<file path="src/rtl/wb_bus_pkg.sv">
// ============================================================================
// Module   : wb_bus_pkg
// Brief    : Shared constants and helpers for the write-back bus arbiter.
// Revision : 1.0 - initial release
// ============================================================================
`default_nettype none

package wb_bus_pkg;

  localparam int unsigned NUM_SRC = 3;

  localparam logic IDLE = 1'b0;
  localparam logic BUSY = 1'b1;

  localparam logic [1:0] SEL_I1 = 2'b00;
  localparam logic [1:0] SEL_I2 = 2'b01;
  localparam logic [1:0] SEL_I3 = 2'b10;

  typedef logic [1:0] src_idx_t;

  function automatic logic [NUM_SRC-1:0] onehot3(input src_idx_t idx);
    logic [NUM_SRC-1:0] v;
    v = '0;
    v[idx] = 1'b1;
    return v;
  endfunction

endpackage

`default_nettype wire

</file>
<file path="src/rtl/wb_bus_arbiter_rr_pick3.sv">
// ============================================================================
// Module   : rr_pick3
// Brief    : Combinational 3-way round-robin picker starting after last.
// Revision : 1.0 - initial release
// ============================================================================
`default_nettype none

module rr_pick3
  import wb_bus_pkg::*;
(
  input  logic [NUM_SRC-1:0] req,
  input  logic [1:0]         last,
  output logic [1:0]         winner,
  output logic               any
);

  logic [1:0] w_c1;
  logic [1:0] w_c2;

  // Search order is last+1, last+2, last (mod 3)
  always_comb begin
    w_c1 = (last == SEL_I3) ? SEL_I1 : last + 2'd1;
    w_c2 = (last == SEL_I1) ? SEL_I3 : last - 2'd1;
    any  = |req;
    if (req[w_c1])      winner = w_c1;
    else if (req[w_c2]) winner = w_c2;
    else if (req[last]) winner = last;
    else                winner = w_c1;
  end

endmodule

`default_nettype wire

</file>
<file path="src/rtl/wb_bus_arbiter.sv">
// ============================================================================
// Module   : wb_bus_arbiter
// Brief    : Round-robin owner of the 3:1 write-back mux with hold-time limit.
// Revision : 1.0 - initial release
// ============================================================================
`default_nettype none

module wb_bus_arbiter
  import wb_bus_pkg::*;
#(
  parameter int unsigned MAX_HOLD = 8,
  parameter int unsigned HOLD_W   = 4
) (
  input  logic               clk,
  input  logic               rst_n,
  input  logic [NUM_SRC-1:0] req,
  input  logic [NUM_SRC-1:0] done,
  output logic [NUM_SRC-1:0] gnt,
  output logic [1:0]         sel,
  output logic               bus_valid,
  output logic               timeout
);

  localparam logic [HOLD_W-1:0] c_hold_last = HOLD_W'(MAX_HOLD - 1);

  logic              r_state;
  logic [HOLD_W-1:0] r_hold_cnt;
  logic [1:0]        r_last_owner;

  logic [1:0]        w_winner;
  logic              w_any;
  logic              w_own_done;
  logic              w_own_drop;
  logic              w_at_limit;

  rr_pick3 u_pick (
    .req    (req),
    .last   (r_last_owner),
    .winner (w_winner),
    .any    (w_any)
  );

  assign w_own_done = done[r_last_owner];
  assign w_own_drop = ~req[r_last_owner];
  assign w_at_limit = (r_hold_cnt == c_hold_last);
  assign bus_valid  = |gnt;

  always_ff @(posedge clk or negedge rst_n) begin
    if (!rst_n) begin
      r_state      <= IDLE;
      r_hold_cnt   <= '0;
      r_last_owner <= SEL_I3;
      gnt          <= '0;
      sel          <= SEL_I1;
      timeout      <= 1'b0;
    end else begin
      timeout <= 1'b0;
      case (r_state)
        IDLE: begin
          if (w_any) begin
            gnt          <= onehot3(w_winner);
            sel          <= w_winner;
            r_last_owner <= w_winner;
            r_hold_cnt   <= '0;
            r_state      <= BUSY;
          end
        end
        BUSY: begin
          // sel is left alone on release so the mux never glitches between owners
          if (w_own_done || w_own_drop || w_at_limit) begin
            gnt     <= '0;
            r_state <= IDLE;
            timeout <= w_at_limit && !w_own_done && !w_own_drop;
          end else begin
            r_hold_cnt <= r_hold_cnt + 1'b1;
          end
        end
        default: r_state <= IDLE;
      endcase
    end
  end

endmodule

`default_nettype wire

</file>
<file path="config.mk">
export PLATFORM = sky130hd
export DESIGN_NAME = wb_bus_arbiter
export DESIGN_NICKNAME = d
export VERILOG_FILES = /design/src/rtl/wb_bus_pkg.sv /design/src/rtl/wb_bus_arbiter_rr_pick3.sv /design/src/rtl/wb_bus_arbiter.sv
export SDC_FILE = /design/constraint.sdc
export NUM_CORES = 1
export LEC_CHECK = 0
export CORE_UTILIZATION = 40
export DETAILED_ROUTE_END_ITERATION = 12
export MAX_ROUTING_LAYER = met4
export PLACE_DENSITY = 0.73
export SYNTH_ARGS = -nofsm -noshare
export SYNTH_HDL_FRONTEND = slang
export SYNTH_HIERARCHICAL = 1
export SYNTH_SLANG_ARGS = --single-unit
</file>
<file path="constraint.sdc">
create_clock -name clk -period 5.9 [get_ports clk]
set_clock_uncertainty 0.2 [all_clocks]
set_input_delay 1.18 -clock clk [delete_from_list [all_inputs] [get_ports clk]]
set_output_delay 1.18 -clock clk [all_outputs]
set_load 0.05 [all_outputs]
</file>
==> results.tsv <==
stage	metric	value	unit
sta	slew_headroom	61.4	%
global_routing	antenna_found_initial	0	
global_routing	grt.total_usage	17.5	%
pwr	peakVddDrop	0.292	mV
final_layout	regArea	302	µm²
logic_synthesis	yosysTopAreaCell	dfrtp_1	
sta	grt_setup_unrepaired	false	
logic_synthesis	yosys_warnings	6	
worst_setup_path	crit_chain	or3_1 > clkdlybuf4s50_1	
floorplan	die-area	2270	µm²
placed_design	placed_cell_area	996	µm²
global_routing	grt_max_degree	13	
worst_setup_path	crit_path_start_kind	register	
floorplan	ios	15	
detailed_routing	via_count	719	
worst_setup_path	critPathMaxStageDelay	710	ps
final_layout	fillCellCount	198	
worst_setup_path	critical_path_class	reg2out	
final_layout	insertedDiodeCount	0	
detailed_routing	drc_errors	0	
cts	clkLatencyLatePin	280	ps
cts	cts_tree	done	
floorplan	fp-row-count	16	
logic_synthesis	ys_ff_latch	12	
cts	clock_path_buffers	2	
logic_synthesis	syn_area	833	µm²
pwr	power_density	507	nW/µm²
final_layout	fin_area	1030	µm²
cts	clk_pin_slew	70	ps
detailed_routing	antenna_left	0	
final_layout	num-nets-final	121	
cts	clock-sinks	12	
sta	fin_crit_sh	53.4	%
cts	cts_hold_buf	0	
detailed_routing	drt_iter0_drc	19	
sta	hold_viol	0	
final_layout	finalCoreUtilization	52.6	%
logic_synthesis	synth_edf_count	0	
final_layout	multi_input_comb_area	490	µm²
logic_synthesis	ys_async_sr_fraction	100	%
floorplan	start_util	42.5	%
floorplan	die_y	47.6	µm
sta	whs	249	ps
sta	tns	0	ps
logic_synthesis	synth_flop_cell	dfrtp_1	
pwr	p_total	0.000524	W
logic_synthesis	ys_types	36	
final_layout	syn_to_final_growth	23.9	%
placed_design	place_hpwl	1260	µm
sta	maxSlewViolCount	0	
worst_setup_path	setup.worst_path.end_class	primary output	
sta	fin_crit	3150	ps
logic_synthesis	synth_area_leaders	dfrtp_1 33%, ha_1 6.0%, mux2i_1 4.8%	
floorplan	fp.dieW	47.6	µm
final_layout	final_common_cell	clkdlybuf4s50_1	
logic_synthesis	syn_area_per_cell	9.06	µm²
detailed_routing	wl	1740	µm
logic_synthesis	synth_top_area_share	33.0	%
detailed_routing	wl_per_cell	12.9	µm
cts	h-tree-depth	1	
logic_synthesis	synth_cells	92	
detailed_routing	first_pass_iters	4	
worst_setup_path	critPathBufInv	1	
cts	cts_root_buf	clkbuf_4	
logic_synthesis	syn_nets	104	
final_layout	most-common-layout-cells	14 x clkdlybuf4s50_1, 11 x dfrtp_1, 10 x nand2_1	
sta	worst_slew_pin_slew	573	ps
detailed_routing	viasPerCell	5.33	
worst_setup_path	crit_family	buffers and inverters	
logic_synthesis	seq_area_frac_synth	36.2	%
pwr	leakage	0.452	nW
global_routing	grt.overflow.total	0	
cts	cts_resized	0	
sta	max_freq	317	MHz
placed_design	gp_congestion	0.841	
worst_setup_path	cp.arrival	1770	ps
floorplan	coreArea	1960	µm²
worst_setup_path	crit_required	4520	ps
global_routing	grt_pass1_wl	2590	µm
run_status	status	complete, no violations	
cts	cts_buffers	3	
cts	cts_setup_buffers	0	
hold_path	hold_path.class	reg2reg	
final_layout	drive_gt1_share	11.1	%
sta	setup_violations	0	
worst_setup_path	crit_slowest_cell	clkdlybuf4s50_1	
global_routing	grt_pass1_vias	613	
worst_setup_path	cp_max_fo	4	
flow_run	drv_cap	0	
placed_design	io_buffers	14	
[cell type report]
type,instances,area share (%)
timing repair buffer,14,13.6
inverter,8,2.91
tap,27,3.27
sequential,12,29.2
clock buffer,4,3.52
multi-input combinational,70,47.5
[power breakdown]
part | internal, W | switching, W | leakage, nW | total (W)
Clock | 0.0000376 | 0.0000293 | 0.0210 | 0.0000669
Combinational | 0.000132 | 0.000184 | 0.276 | 0.000317
Sequential | 0.000110 | 0.0000304 | 0.155 | 0.000140
Total | 0.000279 | 0.000244 | 0.452 | 0.000524
[kinds of logic after synthesis]
logic type,share of synthesized area [%]
adder cells (fa/ha/maj),6.01
buffers and inverters,4.96
AND/OR/NAND/NOR,25.2
flip-flops,36.2
AO/OA/AOI/OAI,21.5
multiplexers,6.16
[routing by layer]
layer	track usage, %	vias up	part of all wire (%)
li1	-	361	-
met1	21.7	335	49
met2	24.9	18	43
met3	5.66	5	5.4
met4	10.0	0	2.3
met5	-	-	0
[worst paths after layout]
path | cells after the start | end | start | slack (ps)
max in group asynchronous | 1 | r_last_owner[1]$_DFFE_PN1P_ | rst_n | 4100
hold / removal | 1 | gnt[0]$_DFFE_PN0P_ | r_state$_DFF_PN0_ | 250
setup / recovery | 2 | bus_valid | gnt[1]$_DFFE_PN0P_ | 2750
hold reg to reg | 1 | gnt[0]$_DFFE_PN0P_ | r_state$_DFF_PN0_ | 250
min in group asynchronous | 1 | r_hold_cnt[0]$_DFFE_PN0P_ | rst_n | 1040
setup reg to reg | 9 | gnt[2]$_DFFE_PN0P_ | r_last_owner[1]$_DFFE_PN1P_ | 3390
[cell usage after synthesis, types with 2 or more instances]
| master | instances |
|---|---|
| nand2b_1 | 3 |
| o21ai_1 | 4 |
| nand3b_1 | 3 |
| inv_1 | 8 |
| dfrtp_1 | 11 |
| and2b_1 | 2 |
| a22o_2 | 2 |
| and2_1 | 2 |
| ha_1 | 4 |
| nor2b_1 | 2 |
| or3_1 | 2 |
| nor2_1 | 6 |
| nand2_1 | 10 |
| mux2i_1 | 4 |
| nand3_1 | 4 |
| o21ai_0 | 5 |
[flip-flops by register name, summed over array words and instances, names as in the netlist]
| signal | count |
|---|---|
| r_last_owner | 1 |
| sel | 2 |
| r_hold_cnt | 4 |
| r_state | 1 |
| timeout | 1 |
| gnt | 3 |
[worst reg2reg max path: stages (launching register included)]
cell and delay, ps:
dfstp_2 640, inv_1 90, ha_1 250, nor2b_1 150, o21a_1 190, a221o_1 260, o21ai_1 170, nand3b_1 150
o21ai_0 90, a22o_2 220
[per-stage QoR]
| stage | setup WS, ps | instances |
|---|---|---|
| CTS | 2740 | 135 |
| finish | 2750 | 135 |
| detailed placement | 2640 | 131 |
| global route | 2720 | 135 |
| global placement | 2650 | 131 |
| floorplan | 3310 | 92 |
(Power assumes the default switching activity.)
